### config.mk
export PLATFORM = sky130hd
export DESIGN_NAME = gear_shift_ctrl
export DESIGN_NICKNAME = d
export VERILOG_FILES = /design/src/rtl/gear_shift_pkg.sv /design/src/rtl/btn_debounce.sv /design/src/rtl/gear_shift_ctrl.sv
export SDC_FILE = /design/constraint.sdc
export NUM_CORES = 1
export LEC_CHECK = 0
export CAP_MARGIN = 10
export CORE_MARGIN = 2
export CORE_UTILIZATION = 35
export CTS_CLUSTER_DIAMETER = 80
export DETAILED_ROUTE_END_ITERATION = 8
export DONT_BUFFER_PORTS = 1
export SYNTH_ARGS = -nofsm -noshare
export SYNTH_HDL_FRONTEND = slang
export SYNTH_SLANG_ARGS = --single-unit
### constraint.sdc
create_clock -name clk -period 2.9 [get_ports clk]
set_input_delay 0.58 -clock clk [delete_from_list [all_inputs] [get_ports clk]]
set_output_delay 0.58 -clock clk [all_outputs]
set_load 0.02 [all_outputs]
### src/rtl/gear_shift_pkg.sv
// rtl/gear_shift_pkg.sv - shared FSM state type and default timing constants for gear_shift_ctrl
package gear_shift_pkg;

    typedef enum logic [1:0] {
        IDLE     = 2'd0,
        ACT_UP   = 2'd1,
        ACT_DOWN = 2'd2,
        LOCKOUT  = 2'd3
    } shiftState_t;

    localparam int DEF_NUM_GEARS       = 6;
    localparam int DEF_SHIFT_CYCLES    = 5000000;
    localparam int DEF_NEUTRAL_CYCLES  = 2500000;
    localparam int DEF_DEBOUNCE_CYCLES = 500000;
    localparam int DEF_LOCKOUT_CYCLES  = 1000000;

    // Largest of the three timer loads; sizes the shared down-counter.
    function automatic int maxOf3(input int a, input int b, input int c);
        int m;
        m = a;
        if (b > m) m = b;
        if (c > m) m = c;
        return m;
    endfunction

endpackage

### src/rtl/btn_debounce.sv
// rtl/btn_debounce.sv - 2-flop synchroniser, level debouncer and rising-edge pulse for one button
module btn_debounce
    import gear_shift_pkg::*;
#(
    parameter int DEBOUNCE_CYCLES = DEF_DEBOUNCE_CYCLES
) (
    input  logic clk,
    input  logic rst_n,
    input  logic btnAsync,
    output logic btnRise
);

    localparam int CNT_W = $clog2(DEBOUNCE_CYCLES + 1);
    localparam logic [CNT_W-1:0] CNT_LAST = CNT_W'(DEBOUNCE_CYCLES - 1);

    generate
        if (DEBOUNCE_CYCLES < 1) begin : gBadDebounce
            $fatal(1, "btn_debounce: DEBOUNCE_CYCLES must be at least 1");
        end
    endgenerate

    logic [1:0]       syncFf;
    logic             syncLevel;
    logic             stableLevel;
    logic [CNT_W-1:0] dbCnt;

    assign syncLevel = syncFf[1];

    // Bring the asynchronous button into the clk domain.
    always_ff @(posedge clk or negedge rst_n) begin
        if (!rst_n) begin
            syncFf <= 2'b00;
        end else begin
            syncFf <= {syncFf[0], btnAsync};
        end
    end

    // Accept a new level only after it has held for DEBOUNCE_CYCLES consecutive cycles;
    // flag a one-cycle pulse when the accepted level goes high.
    always_ff @(posedge clk or negedge rst_n) begin
        if (!rst_n) begin
            stableLevel <= 1'b0;
            dbCnt       <= '0;
            btnRise     <= 1'b0;
        end else begin
            btnRise <= 1'b0;
            if (syncLevel != stableLevel) begin
                if (dbCnt == CNT_LAST) begin
                    stableLevel <= syncLevel;
                    dbCnt       <= '0;
                    btnRise     <= syncLevel;
                end else begin
                    dbCnt <= dbCnt + CNT_W'(1);
                end
            end else begin
                dbCnt <= '0;
            end
        end
    end

endmodule

### src/rtl/gear_shift_ctrl.sv
// rtl/gear_shift_ctrl.sv - sequential gearbox shift controller with timed actuator pulses and lockout
module gear_shift_ctrl
    import gear_shift_pkg::*;
#(
    parameter int NUM_GEARS       = DEF_NUM_GEARS,
    parameter int SHIFT_CYCLES    = DEF_SHIFT_CYCLES,
    parameter int NEUTRAL_CYCLES  = DEF_NEUTRAL_CYCLES,
    parameter int DEBOUNCE_CYCLES = DEF_DEBOUNCE_CYCLES,
    parameter int LOCKOUT_CYCLES  = DEF_LOCKOUT_CYCLES
) (
    input  logic                           clk,
    input  logic                           rst_n,
    input  logic                           up_btn,
    input  logic                           down_btn,
    input  logic                           neutral_btn,
    output logic                           up_out,
    output logic                           down_out,
    output logic [$clog2(NUM_GEARS+1)-1:0] gear,
    output logic [NUM_GEARS:0]             gear_led,
    output logic                           busy
);

    localparam int GW      = $clog2(NUM_GEARS + 1);
    localparam int LED_W   = NUM_GEARS + 1;
    localparam int CNT_MAX = maxOf3(SHIFT_CYCLES, NEUTRAL_CYCLES, LOCKOUT_CYCLES);
    localparam int CNT_W   = $clog2(CNT_MAX) + 1;

    // Counter loads are length-1 so the pulse lasts exactly the requested cycle count.
    localparam logic [CNT_W-1:0] SHIFT_LOAD   = CNT_W'(SHIFT_CYCLES - 1);
    localparam logic [CNT_W-1:0] NEUTRAL_LOAD = CNT_W'(NEUTRAL_CYCLES - 1);
    localparam logic [CNT_W-1:0] LOCKOUT_LOAD = CNT_W'(LOCKOUT_CYCLES - 1);
    localparam logic [GW-1:0]    TOP_GEAR     = GW'(NUM_GEARS);

    generate
        if (NUM_GEARS < 1 || NUM_GEARS > 14) begin : gBadGears
            $fatal(1, "gear_shift_ctrl: NUM_GEARS must be in 1..14");
        end
        if (SHIFT_CYCLES < 1 || NEUTRAL_CYCLES < 1 || LOCKOUT_CYCLES < 1) begin : gBadTiming
            $fatal(1, "gear_shift_ctrl: SHIFT/NEUTRAL/LOCKOUT_CYCLES must be at least 1");
        end
        if (DEBOUNCE_CYCLES < 1) begin : gBadDebounce
            $fatal(1, "gear_shift_ctrl: DEBOUNCE_CYCLES must be at least 1");
        end
    endgenerate

    logic upRise;
    logic downRise;
    logic neutralRise;

    btn_debounce #(.DEBOUNCE_CYCLES(DEBOUNCE_CYCLES)) uUpDb (
        .clk     (clk),
        .rst_n   (rst_n),
        .btnAsync(up_btn),
        .btnRise (upRise)
    );

    btn_debounce #(.DEBOUNCE_CYCLES(DEBOUNCE_CYCLES)) uDownDb (
        .clk     (clk),
        .rst_n   (rst_n),
        .btnAsync(down_btn),
        .btnRise (downRise)
    );

    btn_debounce #(.DEBOUNCE_CYCLES(DEBOUNCE_CYCLES)) uNeutralDb (
        .clk     (clk),
        .rst_n   (rst_n),
        .btnAsync(neutral_btn),
        .btnRise (neutralRise)
    );

    shiftState_t      state;
    shiftState_t      stateNext;
    logic [CNT_W-1:0] cnt;
    logic [CNT_W-1:0] cntNext;
    logic [GW-1:0]    gearNext;
    logic [LED_W-1:0] ledNext;
    logic             upNext;
    logic             downNext;

    logic             reqUp;
    logic             reqDown;
    logic [CNT_W-1:0] reqLoad;
    logic [GW-1:0]    reqGear;

    // Translate a single button edge into the actuator direction, pulse length and target gear.
    // Neutral sits between 1 and 2 on the drum: from 0 the first gear is a down-stroke, and
    // neutral is reached with a half up-stroke from 1 or a half down-stroke from 2.
    always_comb begin
        reqUp   = 1'b0;
        reqDown = 1'b0;
        reqLoad = SHIFT_LOAD;
        reqGear = gear;
        unique case ({upRise, downRise, neutralRise})
            3'b100: begin
                if (gear == '0) begin
                    reqDown = 1'b1;
                    reqGear = GW'(1);
                end else if (gear < TOP_GEAR) begin
                    reqUp   = 1'b1;
                    reqGear = gear + GW'(1);
                end
            end
            3'b010: begin
                if (gear == '0) begin
                    reqDown = 1'b1;
                    reqGear = GW'(1);
                end else if (gear >= GW'(2) && NUM_GEARS >= 2) begin
                    reqDown = 1'b1;
                    reqGear = gear - GW'(1);
                end
            end
            3'b001: begin
                if (gear == GW'(1)) begin
                    reqUp   = 1'b1;
                    reqLoad = NEUTRAL_LOAD;
                    reqGear = '0;
                end else if (gear == GW'(2) && NUM_GEARS >= 2) begin
                    reqDown = 1'b1;
                    reqLoad = NEUTRAL_LOAD;
                    reqGear = '0;
                end
            end
            default: ;
        endcase
    end

    // Next-state logic: start a pulse from IDLE, time it out, then hold off for the lockout.
    always_comb begin
        stateNext = state;
        cntNext   = cnt;
        gearNext  = gear;
        upNext    = up_out;
        downNext  = down_out;
        unique case (state)
            IDLE: begin
                if (reqUp) begin
                    stateNext = ACT_UP;
                    upNext    = 1'b1;
                    cntNext   = reqLoad;
                    gearNext  = reqGear;
                end else if (reqDown) begin
                    stateNext = ACT_DOWN;
                    downNext  = 1'b1;
                    cntNext   = reqLoad;
                    gearNext  = reqGear;
                end
            end
            ACT_UP, ACT_DOWN: begin
                if (cnt == '0) begin
                    stateNext = LOCKOUT;
                    upNext    = 1'b0;
                    downNext  = 1'b0;
                    cntNext   = LOCKOUT_LOAD;
                end else begin
                    cntNext = cnt - CNT_W'(1);
                end
            end
            LOCKOUT: begin
                if (cnt == '0) begin
                    stateNext = IDLE;
                end else begin
                    cntNext = cnt - CNT_W'(1);
                end
            end
            default: stateNext = IDLE;
        endcase
        ledNext = LED_W'(1) << gearNext;
    end

    // State, timer, gear and registered actuator/indicator outputs.
    always_ff @(posedge clk or negedge rst_n) begin
        if (!rst_n) begin
            state    <= IDLE;
            cnt      <= '0;
            gear     <= '0;
            gear_led <= LED_W'(1);
            up_out   <= 1'b0;
            down_out <= 1'b0;
        end else begin
            state    <= stateNext;
            cnt      <= cntNext;
            gear     <= gearNext;
            gear_led <= ledNext;
            up_out   <= upNext;
            down_out <= downNext;
        end
    end

    assign busy = (state != IDLE);

endmodule

Word-level counts from Yosys, hierarchy flattened
Index checks and enable logic that the tools add are counted.
{"block": "classes", "addsub": 6, "magnitude_cmp": 2, "eq_ne": 21, "n_shift": 1, "n_mux": 51, "n_reduce_logical": 13}
{"op": "$mux 19", "n": 6}
{"op": "$mux 24", "n": 4}
{"op": "$pmux 24 s3", "n": 1}
{"op": "$mux 23", "n": 3}
{"op": "$add 19x1->19 const B", "n": 3}
{"op": "$eq 19x19->1 const B", "n": 3}
{"op": "$mux 3", "n": 9}
{"op": "$logic_not 24->1", "n": 1}
{"op": "$sub 24x1->24 const B", "n": 1}
{"op": "$mux 1", "n": 18}
{"op": "$ne 2x2->1 const B", "n": 6}
{"op": "$pmux 3 s3", "n": 1}
{"op": "$mux 2", "n": 4}
{"op": "$reduce_and 2->1", "n": 4}
{"op": "$shl 1x3->7 const A", "n": 1}
{"op": "$eq 3x1->1 const B", "n": 2}
{"op": "$eq 3x2->1 const B", "n": 2}
{"op": "$pmux 1 s2", "n": 3}
{"op": "$pmux 2 s3", "n": 1}
{"op": "$reduce_and 3->1", "n": 2}
{"op": "$eq 2x2->1 const B", "n": 2}
{"op": "$reduce_and 4->1", "n": 1}
{"op": "$reduce_bool 2->1", "n": 2}
{"op": "$add 3x1->3 const B", "n": 1}
{"op": "other kinds (11)", "n": 13}
{"block": "totals", "regBits": 107, "in_bits": 5, "word_cells": 112}

Logic depth before layout (Yosys ltp)
{"block": "depth", "ltp_word": 8, "ltp_mapped": 11}

Modules after synthesis
From an unflattened synthesis, not the netlist that was laid out.
{"block": "hier_totals", "hier_cells": 628, "area_unflattened_um2": 6038.3}
{"mod": "btn_debounce", "instances": 3, "cells_each": 110, "area_per_inst_um2": 1118.6, "seq_area_each_um2": 575.6}
{"mod": "gear_shift_ctrl", "instances": 1, "cells_each": 298, "area_per_inst_um2": 2682.6, "seq_area_each_um2": 952.2}

Worst setup path before layout
Ideal clock, no wire load.
{"block": "synth_timing", "path_kind": "reg-to-reg", "start": "reg gear[1]", "end": "reg gear_led[2]", "setup_ps": 136, "arrival_ps": 2447, "t_required_ps": 2764, "path_slack_ps": 317, "path_stages_with_launch": 10, "n_path_buf": 1, "synth_period_minus_slack_ps": 2583, "cell_sequence": "dfrtp_1 clkbuf_1 inv_1 ha_1 or3_1 a32o_1 o21ai_2 mux2i_1 nand2b_1 nor2_1"}
{"block": "synth_via", "elab_chain_cells": 8, "word_cells_on_any_way": 28}
{"element": "start, declared", "line_no": "gear_shift_ctrl.sv:18", "rtl": "output logic [$clog2(NUM_GEARS+1)-1:0] gear,"}
{"element": "start signal, assigned", "line_no": "gear_shift_ctrl.sv:182", "rtl": "gear <= gearNext;"}
{"element": "$sub 3x1->3 (tied with other cells)", "line_no": "gear_shift_ctrl.sv:109", "rtl": "reqGear = gear - GW'(1);"}
{"element": "$mux 3 (tied with other cells)", "line_no": "gear_shift_ctrl.sv:107", "rtl": "end else if (gear >= GW'(2) && NUM_GEARS >= 2) begin"}
{"element": "$mux 3 (tied with other cells)", "line_no": "gear_shift_ctrl.sv:104", "rtl": "if (gear == '0) begin"}
{"element": "$pmux 3 s3 or $pmux 1 s3 (tied branches)", "line_no": "gear_shift_ctrl.sv:93", "rtl": "unique case ({upRise, downRise, neutralRise})"}
{"element": "$mux 3", "line_no": "gear_shift_ctrl.sv:141", "rtl": "end else if (reqDown) begin"}
{"element": "$mux 3", "line_no": "gear_shift_ctrl.sv:136", "rtl": "if (reqUp) begin"}
{"element": "$mux 3 (*)", "line_no": "gear_shift_ctrl.sv:134", "rtl": "unique case (state)"}
{"element": "$shl 1x3->7 (*)", "line_no": "gear_shift_ctrl.sv:167", "rtl": "ledNext = LED_W'(1) << gearNext;"}
{"element": "via ledNext[2]", "line_no": "gear_shift_ctrl.sv:76", "rtl": "logic [LED_W-1:0] ledNext;"}
{"element": "end signal, assigned", "line_no": "gear_shift_ctrl.sv:183", "rtl": "gear_led <= ledNext;"}
{"element": "end, declared", "line_no": "gear_shift_ctrl.sv:19", "rtl": "output logic [NUM_GEARS:0] gear_led,"}
The timed path passes the listed nets; every way through them passes the cells marked *.
A chain may end at the register's enable or synchronous reset.

Final worst setup path
{"block": "layout_timing", "start": "reg cnt[0]", "end": "reg cnt[13]"}
{"block": "layout_via", "elab_chain_cells": 3, "word_cells_on_any_way": 7}
{"element": "start, declared", "line_no": "gear_shift_ctrl.sv:73", "rtl": "logic [CNT_W-1:0] cnt;"}
{"element": "start signal, assigned", "line_no": "gear_shift_ctrl.sv:181", "rtl": "cnt <= cntNext;"}
{"element": "$sub 24x1->24 or $logic_not 24->1 (tied branches)"}
{"element": "$mux 24 (tied with other cells)", "line_no": "gear_shift_ctrl.sv:159", "rtl": "if (cnt == '0) begin"}
{"element": "$pmux 24 s3 or $reduce_and 2->1 (tied branches)"}
Parallel ways exist; a longest one is shown, timed or not. The select of a mux whose other input is x is not followed.

==> impl_results.md <==
- Sink Count: 107
- P_leak: 0.00274 µW
- Placed inst area: 5910 µm²
- Worst Setup SP: cnt[0]
- PD cells: 447 nW/µm²
- CP Cell Sequence: inv_1 -> ha_1 -> or4b_1 -> nor2_1 -> and4_1 -> a21o_2 -> o41ai_1 -> a22o_1
- Resize count post-CTS: 0
- Vias in the first global route: 4305
- Slew Limit Headroom: 55.1%
- Crit path kind: reg -> reg
- Outcome: finished with violations
- Skew final: 7.70 ps
- Final hold vios: 106
- Post-synth EDFFs: 0
- Site Rows: 46
- Overall Global Routing Usage: 15.1%
- Largest net degree at the start of global routing: 108
- Clock Path Buffers: 2
- Wirelength per Cell: 14.5 µm
- Yosys cell types: 74
- Mapped Avg Cell Area: 9.61 µm²
- Worst EP required: 3140 ps
- Hold_ws: -82.6 ps
- Setup WS post-layout: 241 ps
- Main combinational cell family by area after synthesis: simple AND/OR/NAND/NOR gates
- CP max FO: 12
- Worst path max stage delay: 570 ps
- Maxcap violations: 0
- Synth Warn #: 0
- Top layer in use: met4
- Core area: 15800 µm²
- Failing checks: negative hold slack
- Final min period: 2660 ps
- Clk_lat worst skew: 360 ps
- Wire length on met2: 5690 µm
- Post-Synth Adder-Cell Area: 2.22%
- Max Slew Vio Count: 0
- Die height: 131 µm
- Nets: 607
- Initial Util: 35.6%
- TNS Setup: 0 ps
- Wire length of the first global-routing pass: 20600 µm
- Die W: 131 µm
- Tcrit/Tclk final: 91.7%
- Crit path arrival time: 2900 ps
- HP Class: in -> async
- Top FF cell, synth: dfrtp_1
- Synth async-reset ratio: 100%
- Multiplexer share of the synthesized area: 0.777%
- Diodes inserted: 0
- Crit path launch type: flop
- Fmax: 0.376 GHz
- Root Driver: clkbuf_16
- Mapped Area: 5630 µm²
- Initial drt markers: 317
- Metal3 WL: 705 µm
- VDD IR max: 0.000347 V
- Simple-Gate Fraction of Synth Area: 24.9%
- H-tree depth: 3
- RSZ-0062 raised after global routing: no
- GRT overflow: 0
- Reg2reg start: cnt[0]
- Mapped Nets: 601
- Compound-Gate Fraction of Synth Area: 14.2%
- Post-synthesis xor/xnor area fraction: 7.62%
- Worst Setup End Kind: flop
- Slowest stage cell, crit path: or4b_1
- DIE AREA: 17100 µm²
- Area growth, synth to finish: 10.2%
- Routability cong.: 0.857
- CTS tree: built
- First drt pass iteration count: 5
- Share of cells above drive strength 1: 9.21%
- Inserted Clock Buffers: 9
- Buf/Inv on CP: 1
- DRT Wirelength: 11800 µm
- Hpwl dp: 8200 µm
- Final ANT Viol Nets: 0
- IO Count: 18
- Dpl ws: 278 ps
- Final core utilization: 39.2%
- DRC viols: 0
- Seq/Total Area, Yosys: 47.6%
- Setup bufs post-CTS: 0
- DR vias/cell: 5.32
- Routed met1 length: 5240 µm
- CP top delay family: simple AND/OR/NAND/NOR gates
- Fin area: 6210 µm²
- Post-Syn Instances: 586
- Final setup fails: 0
- Antenna violations before repair: 0
- Fill cells: 1564
- Vias: 4329
- Clock-pin transition on the worst setup and hold timing paths: 70 ps
- PortBufs: 0
- Yosys reg bits: 107
- Tightest Pin Transition: 673 ps
[area by class of cell]
| type | count | area [µm²] | share of cell area [%] |
|---|---|---|---|
| multi-input combinational | 443 | 2800 | 45.1 |
| tap | 216 | 270 | 4.35 |
| inverter | 20 | 75.1 | 1.21 |
| timing repair buffer | 11 | 82.6 | 1.33 |
| clock inverter | 6 | 65.1 | 1.05 |
| sequential | 107 | 2680 | 43.1 |
| clock buffer | 10 | 239 | 3.85 |
[per-layer routing]
metal / GRT usage, % / up-vias
met1: 19.0 / 2108
met3: 4.68 / 16
met2: 24.9 / 110
met5: 0 / -
li1: - / 2095
met4: 4.82 / 0
[flip-flops by register name, summed over array words and instances (netlist names)]
register and cells:
state 2, uUpDb.dbCnt 19, gear 3, uDownDb.btnRise 1, uUpDb.stableLevel 1, cnt 24, uDownDb.stableLevel 1, uNeutralDb.syncFf 2
uNeutralDb.btnRise 1, up_out 1, uNeutralDb.dbCnt 19, gear_led 7, uDownDb.syncFf 2, uUpDb.btnRise 1, uDownDb.dbCnt 19, uNeutralDb.stableLevel 1
uUpDb.syncFf 2, down_out 1
[layout by cell type, fill, tap and decap left out, types with 4 or more instances in the layout]
master / n
dfrtp_1: 106
nor2_1: 87
nand2_1: 51
xor2_1: 30
o21ai_0: 25
inv_1: 20
nand3_1: 20
xnor2_1: 19
a21oi_1: 16
nand4_1: 14
nor3_1: 12
a31oi_1: 12
or3_1: 11
nor2b_1: 11
buf_4: 11
ha_1: 10
and3_1: 9
clkbuf_16: 9
o21ai_1: 8
a22o_1: 8
nor3b_1: 7
and4_1: 7
nor4_1: 5
and2_1: 5
o211ai_1: 5
nand2b_1: 4
[synthesized netlist by cell type (3+ instances only)]
cell type    n  share of area [%]
and2_1       5               0.56
a21oi_2      3               0.47
mux2_2       3               0.60
and4_1       7                1.1
nand2_1     51                3.4
ha_1        10                2.2
nand3b_1     3               0.40
a21oi_1     16                1.4
nand2b_1     4               0.44
xor2_1      30                4.7
nand4_1     14                1.6
nand3_1     20                1.8
nor2b_1     11                1.2
nor4b_1      3               0.47
buf_2        3               0.27
nor3_1      12                1.1
inv_1       20                1.3
or3_1       11                1.2
o211ai_1     5               0.67
xnor2_1     19                3.0
and3_1       9                1.0
dfrtp_1    106                 47
o21ai_0     25                2.2
clkbuf_1    10               0.67
a31oi_1     12                1.3
a22o_1       8                1.2
nor2_1      87                5.8
nor3b_1      7               0.93
nor4_1       5               0.56
o2111ai_1    3               0.47
o21ai_1      8               0.71
[path summary, 6_finish.rpt]
check	end	slack, ps	cells after the start
worst max-delay path	cnt[13]	240	8
worst min-delay path	uNeutralDb.dbCnt[17]	-80	0
worst max register to register	cnt[13]	240	8
worst min register to register	uUpDb.syncFf[1]	350	0
max in group asynchronous	gear_led[0]	2780	0
min in group clk	uUpDb.syncFf[0]	240	0
[logic make-up (layout without fill, tap and decap cells)]
logic type	count (synthesis)	after routing
buf+inv	36	47
fa+ha+maj	10	10
flops	107	107
xor+xnor	49	49
compound gates	113	113
mux	4	4
simple gates	267	267
[through the flow]
| step | power, µW | instances |
|---|---|---|
| 2_1_floorplan | 1570 | 586 |
| 3_3_place_gp | 1580 | 797 |
| 3_5_place_dp | 1580 | 797 |
| 4_1_cts | 2830 | 813 |
| 5_1_grt | 2900 | 813 |
| 6_report | 2780 | 813 |
[power by group]
group	internal (µW)	switching [µW]	leakage [µW]
logic	11.9	20.5	0.00111
clock network	634	595	0.000150
registers	1510	12.3	0.00147
Power figures use the tool's default switching activity.
